## src/rtl/bus_initiator.sv

```systemverilog
// -----------------------------------------------------------------------------
// bus_initiator
//   Peripheral-bus master. Accepts single read/write commands from an internal
//   requester and runs exactly one bus access per command, returning read data
//   and a timeout flag on a one-cycle response pulse.
//
// Ports
//   clk          in   system clock, all logic on posedge
//   rest         in   asynchronous active-high reset
//   cmd_valid    in   command request
//   cmd_ready    out  high in IDLE (and out of reset); accept = valid & ready
//   cmd_rw       in   READ (1) / WRITE (0)
//   cmd_addr     in   target register address
//   cmd_wdata    in   write data (ignored for reads)
//   rsp_valid    out  one-cycle response pulse
//   rsp_rdata    out  read data; 0 for writes and timeouts
//   rsp_err      out  timeout flag
//   bus_cs       out  chip select
//   bus_as       out  address strobe
//   bus_rw       out  READ / WRITE
//   bus_addr     out  bus address
//   bus_wr_data  out  bus write data
//   bus_rdy      in   slave ready
//   bus_rd_data  in   slave read data, sampled when bus_rdy=1
// -----------------------------------------------------------------------------
// state    | meaning
// ---------+-------------------------------------------------------------
// S_IDLE   | ready for a command; bus idle
// S_STROBE | one cycle with cs+as; a combinational-rdy slave may answer
// S_WAIT   | cs held, as low; wait for rdy or timeout
// S_RESP   | one-cycle response pulse, bus released
// -----------------------------------------------------------------------------
module bus_initiator #(
  parameter int ADDR_W  = 3,
  parameter int DATA_W  = 32,
  parameter int TIMEOUT = 15
) (
  input  logic              clk,
  input  logic              rest,
  input  logic              cmd_valid,
  output logic              cmd_ready,
  input  logic              cmd_rw,
  input  logic [ADDR_W-1:0] cmd_addr,
  input  logic [DATA_W-1:0] cmd_wdata,
  output logic              rsp_valid,
  output logic [DATA_W-1:0] rsp_rdata,
  output logic              rsp_err,
  output logic              bus_cs,
  output logic              bus_as,
  output logic              bus_rw,
  output logic [ADDR_W-1:0] bus_addr,
  output logic [DATA_W-1:0] bus_wr_data,
  input  logic              bus_rdy,
  input  logic [DATA_W-1:0] bus_rd_data
);

  localparam logic READ  = 1'b1;
  localparam logic WRITE = 1'b0;

  // Last WAIT count value before giving up.
  localparam logic [7:0] TO_LAST = 8'(TIMEOUT - 1);

  typedef enum logic [1:0] {
    S_IDLE   = 2'd0,
    S_STROBE = 2'd1,
    S_WAIT   = 2'd2,
    S_RESP   = 2'd3
  } state_t;

  state_t     state;
  state_t     state_nxt;
  logic [7:0] wait_cnt;
  logic       accept;
  logic       done;

  assign accept = cmd_valid & cmd_ready;
  // True on the edge that leaves STROBE/WAIT toward RESP.
  assign done   = (state != S_RESP) && (state_nxt == S_RESP);

  // State register
  always_ff @(posedge clk or posedge rest) begin
    if (rest) state <= S_IDLE;
    else      state <= state_nxt;
  end

  // Next-state logic
  always_comb begin
    state_nxt = state;
    case (state)
      S_IDLE:   if (accept) state_nxt = S_STROBE;
      S_STROBE: state_nxt = bus_rdy ? S_RESP : S_WAIT;
      S_WAIT:   if (bus_rdy || (wait_cnt == TO_LAST)) state_nxt = S_RESP;
      S_RESP:   state_nxt = S_IDLE;
      default:  state_nxt = S_IDLE;
    endcase
  end

  // Outputs decoded from state. cmd_ready is also gated by reset so the
  // requester cannot hand over a command that would be lost.
  always_comb begin
    cmd_ready = 1'b0;
    bus_cs    = 1'b0;
    bus_as    = 1'b0;
    rsp_valid = 1'b0;
    case (state)
      S_IDLE:   cmd_ready = ~rest;
      S_STROBE: begin
        bus_cs = 1'b1;
        bus_as = 1'b1;
      end
      S_WAIT:   bus_cs = 1'b1;
      S_RESP:   rsp_valid = 1'b1;
      default:  ;
    endcase
  end

  // Bus address/control/data hold from one accept to the next.
  always_ff @(posedge clk or posedge rest) begin
    if (rest) begin
      bus_rw      <= READ;
      bus_addr    <= '0;
      bus_wr_data <= '0;
    end else if (accept) begin
      bus_rw      <= cmd_rw;
      bus_addr    <= cmd_addr;
      bus_wr_data <= cmd_wdata;
    end
  end

  // Cleared outside WAIT so every WAIT entry starts from zero. The last
  // increment (on the exit edge) is harmless since the count is cleared
  // again in RESP.
  always_ff @(posedge clk or posedge rest) begin
    if (rest)                 wait_cnt <= '0;
    else if (state == S_WAIT) wait_cnt <= wait_cnt + 8'd1;
    else                      wait_cnt <= '0;
  end

  // Response capture; rdy beats a coincident timeout.
  always_ff @(posedge clk or posedge rest) begin
    if (rest) begin
      rsp_rdata <= '0;
      rsp_err   <= 1'b0;
    end else if (done) begin
      if (bus_rdy) begin
        rsp_rdata <= (bus_rw == READ) ? bus_rd_data : '0;
        rsp_err   <= 1'b0;
      end else begin
        rsp_rdata <= '0;
        rsp_err   <= 1'b1;
      end
    end
  end

endmodule

```

## config.mk

```make
export PLATFORM = sky130hd
export DESIGN_NAME = bus_initiator
export DESIGN_NICKNAME = d
export VERILOG_FILES = /design/src/rtl/bus_initiator.sv
export SDC_FILE = /design/constraint.sdc
export NUM_CORES = 1
export LEC_CHECK = 0
export BUFFER_PORTS_ARGS = -buffer_cell sky130_fd_sc_hd__buf_2
export CAP_MARGIN = 20
export CORE_MARGIN = 5
export CORE_UTILIZATION = 46
export CTS_BUF_LIST = sky130_fd_sc_hd__clkbuf_16
export DETAILED_ROUTE_END_ITERATION = 10
export PLACE_DENSITY = 0.79
export SKIP_LAST_GASP = 1
export SYNTH_ARGS = -nofsm -noshare
export SYNTH_HDL_FRONTEND = slang
export SYNTH_SLANG_ARGS = --single-unit
```

## constraint.sdc

```tcl
create_clock -name clk -period 2.99 [get_ports clk]
set_input_delay 0.598 -clock clk [delete_from_list [all_inputs] [get_ports clk]]
set_output_delay 0.598 -clock clk [all_outputs]
set_load 0.1 [all_outputs]
```

======== After elaboration in Yosys (flattened, before gate mapping) ========
Index checks and enable logic that the tools add are counted.
cells by class
  mux-type cells .......................... 12
  bitwise operators ....................... 2
  equality and inequality tests ........... 6
  add/subtract/negate cells ............... 1
  reduce and logical (&&, ||, !) cells .... 4
operators by type and width
  cell                   count
  $mux W32               2
  $add A8 B1 Y8 const B  1
  $eq A8 B4 Y1 const B   1
  $mux W8                1
  $pmux W2 S4            1
  $eq A2 B2 Y1 const B   3
  $mux W1                6
  $mux W2                2
  $eq A2 B1 Y1 const B   1
  $logic_not A2 Y1       1
  $ne A2 B2 Y1 const B   1
  $reduce_or A2 Y1       1
  $and A1 B1 Y1          1
  $logic_and A1 B1 Y1    1
  $logic_or A1 B1 Y1     1
  $not A1 Y1             1
storage, ports and cells
  bits of input ports ..................... 72
  output and inout bits ................... 73
  logic and storage cells ................. 32
  register bits after elaboration ......... 79

======== Depth between registers and ports, before layout ========
Gate-level depths: netlist (run 1).
  word-level depth ........................ 7
  mapped depth ............................ 9
  depth with buffers taken out ............ 6

======== Worst setup path after synthesis (run 1) ========
Ideal clock, no wire load.
  kind .................................... register to output
  start ................................... reg state[0]
  end ..................................... out cmd_ready
  required time ........................... 2392 ps
  setup slack ............................. 322 ps
  data arrival time ....................... 2070 ps
  cell stages (with the launch flop) ...... 4
  cell sequence ........................... dfrtp_1 inv_1 ha_1 nor2b_1
on the way
  longest elaborated chain between the ends .. 2
ends and longest elaborated chain
  item                    RTL line  RTL
  start, declared         70        state_t state;
  start signal, assigned  83        else state <= state_nxt;
  $logic_not A2 Y1        105       case (state)
  $mux W1                 105
  end, declared           41        output logic cmd_ready,
No other way between the ends.

======== Worst setup path in the final report (run 1) ========
  start ................................... reg state[0]
  end ..................................... reg rsp_rdata[5]
on the way
  longest elaborated chain between the ends .. 7
ends and longest elaborated chain
  item                     RTL line  RTL
  $logic_not A2 Y1         89, 105
  $mux W1                  105
  $and A1 B1 Y1            76        assign accept = cmd_valid & cmd_ready;
  $mux W2                  90        S_IDLE: if (accept) state_nxt = S_STROBE;
  $pmux W2 S4              89        case (state)
  $eq A2 B2 Y1             78        assign done = (state != S_RESP) && (state_nxt == S_RESP);
  $logic_and A1 B1 Y1 (*)  78
  end signal, assigned     146       rsp_rdata <= (bus_rw == READ) ? bus_rd_data : '0;
  end, declared            46        output logic [DATA_W-1:0] rsp_rdata,
Mark *: on every way between the ends. The rest lies on a longest branch, timed or not.
A chain may end at the register's enable or synchronous reset.

==> results.json, run 1 <==
{
  "min_period_ps": 2410,
  "maxClockFrequency_ghz": 0.416,
  "final_common_cell": "buf_2",
  "setup.worst_path.class": "flop to flop",
  "r2r-end": "rsp_rdata[5]$_DFFE_PP0P_",
  "syn_inst": 204,
  "dpl.hpwl_um": 5280,
  "yosysWarnings": 0,
  "cts_tree": "built",
  "holdWs_ps": 358,
  "grt_pass1_vias": 2425,
  "critical_path_depth": 7,
  "postCtsSetupBuffers": 0,
  "ys_seq_area_frac": 0.634,
  "maxCapViolCount": 0,
  "fin_nets": 431,
  "crit_slowest_cell": "or4b_1",
  "routed_wl_um": 7240,
  "dieArea_um2": 8530,
  "critPathLaunchType": "flop",
  "synth_top_area_frac": 0.625,
  "worstMarginPinSlew_ps": 644,
  "num_vias": 2236,
  "period_share": 0.804,
  "htreeDepth": 3,
  "slowest_delay_ps": 510,
  "clkSlewWorstSetupHoldPaths_ps": 60,
  "critical_path.top_delay_family": "simple AND/OR/NAND/NOR gates",
  "synth.area.top_cells": "dfrtp_1, mux2_2, a22o_1, ha_1, buf_6",
  "syn_area_um2": 3120,
  "final_cell_mix": "buf_2, dfrtp_1, mux2_2, a22o_1, clkbuf_16",
  "grt_first_pass_wirelength_um": 11800,
  "skew_ps": 8.05,
  "grt_overflow": 0,
  "cts-root-buf": "clkbuf_16",
  "routed_via_density": 5.12,
  "antenna_found_initial": 0,
  "hold_class": "input port to async pin",
  "synth-seq-cells": 79,
  "clk_path_buf_depth": 2,
  "gp_congestion": 0.734,
  "drtPass1Iterations": 4,
  "setup_violations": 0,
  "cts_buffers": 9,
  "pin_count": 145,
  "path_max_fanout": 33,
  "cts_resized": 0,
  "ant_nets": 0,
  "status": "finished clean",
  "met1Wirelength_um": 2930,
  "reg2regPathDepth": 7,
  "worstPathRequired_ps": 3200,
  "crit_path_cell_trace": "inv_1 -> ha_1 -> nor4b_4 -> a221oi_2 -> or4b_1 -> buf_4 -> a22o_1",
  "finalSetupTns_ps": 0,
  "cp.buffers_inverters": 2,
  "routedWlPerCell_um": 16.6,
  "grtUsageTotal": 0.177,
  "drive_gt1_frac": 0.577,
  "endpoint": "rsp_rdata[5]$_DFFE_PP0P_",
  "die_w_um": 92.4,
  "cp-startpoint": "state[0]$_DFF_PP0_",
  "drc": 0,
  "r2r-start": "state[0]$_DFF_PP0_",
  "core-area_um2": 6680,
  "relSlewSlack": 0.570,
  "cts_hold_buf": 0,
  "rsz0062_at_grt": "false",
  "cp-end-kind": "flop",
  "rows": 30,
  "grt_max_degree": 40,
  "insertedDiodeCount": 0,
  "r2r_setup_slack_ps": 580,
  "synth.avg_cell_area_um2": 15.3,
  "clk_latency_ps": 330,
  "synth_top_area_cell": "dfrtp_1",
  "maxUsedRoutingLayer": "met4",
  "clock_sinks": 79,
  "arrival_ps": 2610,
  "dr_wl_met3_um": 823,
  "yosysUniqueCellTypes": 27,
  "numPortBuffers": 144,
  "initial_core_util": 0.467,
  "hold_violations": 0,
  "die_h_um": 92.4,
  "drtIter0Drc": 129,
  "wl_met2_um": 3380,
  "area_growth_pct": 35.2,
  "syn_nets": 283,
  "finalMaxSlewViolations": 0
}
## per-stage QoR
step                std cells  utilization  worst slack (ps)  area [um2]
CTS                       437        0.632               591        4220
detailed placement        421        0.584               596        3900
global placement          421        0.584               725        3900
finish                    437        0.632               585        4220
floorplan                 204            -               322        3120
global route              437        0.632               467        4220
## cells in the mapped netlist, drive strengths merged
library cell,count
a21o,1
a221oi,1
a22o,32
and2,6
and3,3
and4b,1
buf,9
clkbuf,3
dfrtp,78
dfstp,1
ha,7
inv,5
mux2,36
mux2i,1
nand3,4
nand3b,1
nand4b,1
nor2,1
nor2b,3
nor3,1
nor4b,1
or2,1
or4b,1
xnor2,4
xor2,2
## final cells by class
class	count	area, um2
Fill cell	523	2460
Sequential cell	79	1980
Multi-Input combinational cell	108	1050
Timing Repair Buffer	149	758
Clock buffer	9	225
Tap cell	80	100
Clock inverter	7	93.8
Inverter	5	20.0
## kinds of logic after synthesis
logic type / Yosys count / synth area share
AND/OR/NAND/NOR: 24 / 0.0585
XOR/XNOR: 6 / 0.0168
buffers and inverters: 17 / 0.0329
AO/OA/AOI/OAI: 34 / 0.0970
flip-flops: 79 / 0.634
multiplexers: 37 / 0.133
adder cells (fa/ha/maj): 7 / 0.0281
## sequential cells by signal (all words and copies together), names as in the netlist
signal	cells
bus_addr	3
bus_rw	1
bus_wr_data	32
rsp_err	1
rsp_rdata	32
state	2
wait_cnt	8
## how the worst min path moves through the flow
stage                         startpoint                          end  cells after the start
4_1_cts                             rest        wait_cnt[0]$_DFF_PP0_                      2
2_1_floorplan      wait_cnt[0]$_DFF_PP0_        wait_cnt[0]$_DFF_PP0_                      1
3_3_place_gp   rsp_rdata[17]$_DFFE_PP0P_    rsp_rdata[17]$_DFFE_PP0P_                      1
5_1_grt                             rest    rsp_rdata[23]$_DFFE_PP0P_                      2
3_5_place_dp   rsp_rdata[19]$_DFFE_PP0P_    rsp_rdata[19]$_DFFE_PP0P_                      1
6_report                            rest  bus_wr_data[22]$_DFFE_PP0P_                      2
## routing by layer
layer,vias up,track usage
met1,1088,0.217
met4,0,0.0743
met2,106,0.266
li1,1033,-
met5,-,0
met3,9,0.0861
## worst register-to-register path: stages, from the launching register on
cell and delay [ps]:
dfrtp_1 420, inv_1 130, ha_1 340, nor4b_4 270, a221oi_2 120, or4b_1 510
buf_4 250, a22o_1 240
Power of run 1 is not shown: default switching activity piles up to over one toggle a cycle in this logic, so the estimate is an artifact.
==> run 2, diff against run 1 <==
==> constraint.sdc (replaced) <==
create_clock -name clk -period 2.4 [get_ports clk]
set_input_delay 0.48 -clock clk [delete_from_list [all_inputs] [get_ports clk]]
set_output_delay 0.48 -clock clk [all_outputs]
set_load 0.1 [all_outputs]
==> run 2 against run 1 <==
  * Routed wire length about the same
  * Maximum frequency up 7.5%
  * Non-clock buffer count is 1 higher
  * Global-route usage hardly changed
  * Critical path type unchanged
  * Largest cell class unchanged
  * Setup slack worse by 420 ps
  * Cell count unchanged
  * Sequential cell count unchanged
  * Die area unchanged
  * First-iteration DRC count decreased by 44%
  * Register-to-register slack worse by 420 ps
  * Highest routed layer unchanged
==> results.json, run 2 (synthesized netlist as in run 1, its figures left out) <==
{
  "multiInputGateArea_um2": 1060,
  "area_growth_pct": 34.6,
  "grt_util_met3": 0.0869,
  "finalMaxSlewViolations": 0,
  "grt_max_degree": 37,
  "busiest_layer": "met2",
  "clock_sinks": 79,
  "clkSlewWorstSetupHoldPaths_ps": 60,
  "arrival_ps": 2440,
  "skew_ps": 7.54,
  "numPortBuffers": 144,
  "hold_class": "input port to async pin",
  "routed_wl_um": 7230,
  "die_h_um": 92.4,
  "fill_cells": 518,
  "drtPass1Iterations": 4,
  "cp.buffers_inverters": 2,
  "rsz0062_at_grt": "false",
  "clk_path_buf_depth": 2,
  "core-area_um2": 6680,
  "cts_hold_buf": 0,
  "hold_violations": 0,
  "insertedDiodeCount": 0,
  "routedWlPerCell_um": 16.6,
  "grt_overflow": 0,
  "path_max_fanout": 33,
  "final-seq-area_um2": 1980,
  "status": "finished clean",
  "cp-end-kind": "flop",
  "ant_nets": 0,
  "cts_tree": "built",
  "dpl.hpwl_um": 5380,
  "clk_latency_ps": 320,
  "use_met1": 0.215,
  "setup.worst_path.class": "flop to flop",
  "dieArea_um2": 8530,
  "pin_count": 145,
  "critical_path.top_delay_family": "simple AND/OR/NAND/NOR gates",
  "drc": 0,
  "grtUsageTotal": 0.177,
  "drive_gt1_frac": 0.591,
  "period_share": 0.932,
  "relSlewSlack": 0.593,
  "cts-root-buf": "clkbuf_16",
  "routed_via_density": 5.06,
  "maxClockFrequency_ghz": 0.447,
  "rows": 30,
  "drtIter0Drc": 72,
  "finalSetupTns_ps": 0,
  "grt_first_pass_wirelength_um": 11800,
  "min_period_ps": 2240,
  "reg_top3": "bus_wr_data (32), rsp_rdata (32), wait_cnt (8)",
  "setup_violations": 0,
  "htreeDepth": 3,
  "initial_core_util": 0.467,
  "die_w_um": 92.4,
  "fin_nets": 432,
  "final_cell_mix": "buf_2, dfrtp_1, mux2_2, a22o_1, clkbuf_16",
  "final_common_cell": "buf_2",
  "final_util": 0.629,
  "r2r_setup_slack_ps": 160,
  "num_vias": 2211,
  "antenna_found_initial": 0,
  "maxCapViolCount": 0,
  "grt_pass1_vias": 2449,
  "crit_slowest_cell": "or4b_1",
  "slowest_delay_ps": 530,
  "critPathLaunchType": "flop",
  "met2_usage": 0.267,
  "crit_path_cell_trace": "inv_1 -> ha_2 -> nor4b_4 -> a221oi_2 -> or4b_1 -> buf_6 -> a22o_1",
  "gp_congestion": 0.731,
  "worstMarginPinSlew_ps": 609,
  "cts_buffers": 9,
  "worstPathRequired_ps": 2600
}
-- run 2: final cells by class --
class / instances / area share
flip-flops and latches: 79 / 0.471
multi-input cells: 108 / 0.251
repair buffers: 150 / 0.186
clock buffers: 9 / 0.0536
well taps: 80 / 0.0238
clock inverters: 6 / 0.00923
inverters: 5 / 0.00536
-- run 2: timing repair --
action,4_1_cts,5_1_grt
gates resized for setup,0,2
setup buffers,0,0
setup endpoints to repair,0,33
-- run 2: layer usage --
layer	routed length, um	share of wire	up-vias
met3	927	0.13	10
met5	0	0	-
met1	2890	0.40	1059
li1	-	-	1031
met4	110	0.015	0
met2	3300	0.46	111
-- run 2: path summary, 6_finish.rpt --
kind                       depth (start not counted)                  start                         end
setup / recovery                                   7     state[0]$_DFF_PP0_   rsp_rdata[31]$_DFFE_PP0P_
min in group clk                                   2        bus_rd_data[28]   rsp_rdata[28]$_DFFE_PP0P_
hold reg to reg                                    1  wait_cnt[0]$_DFF_PP0_       wait_cnt[0]$_DFF_PP0_
setup reg to reg                                   7     state[0]$_DFF_PP0_   rsp_rdata[31]$_DFFE_PP0P_
max in group asynchronous                          3                   rest   rsp_rdata[16]$_DFFE_PP0P_
hold / removal                                     2                   rest  bus_wr_data[1]$_DFFE_PP0P_
-- run 2: through the flow --
step / hold slack, ps / cell area (um2) / instances / worst slack [ps]
floorplan: 445 / 3130 / 204 / 62.4
global placement: 476 / 3930 / 422 / 206
detailed placement: 472 / 3930 / 422 / 78.1
CTS: 262 / 4200 / 437 / 56.3
global route: 289 / 4200 / 437 / 29.2
finish: 250 / 4200 / 437 / 163
Power of run 2 is left out for the same reason.
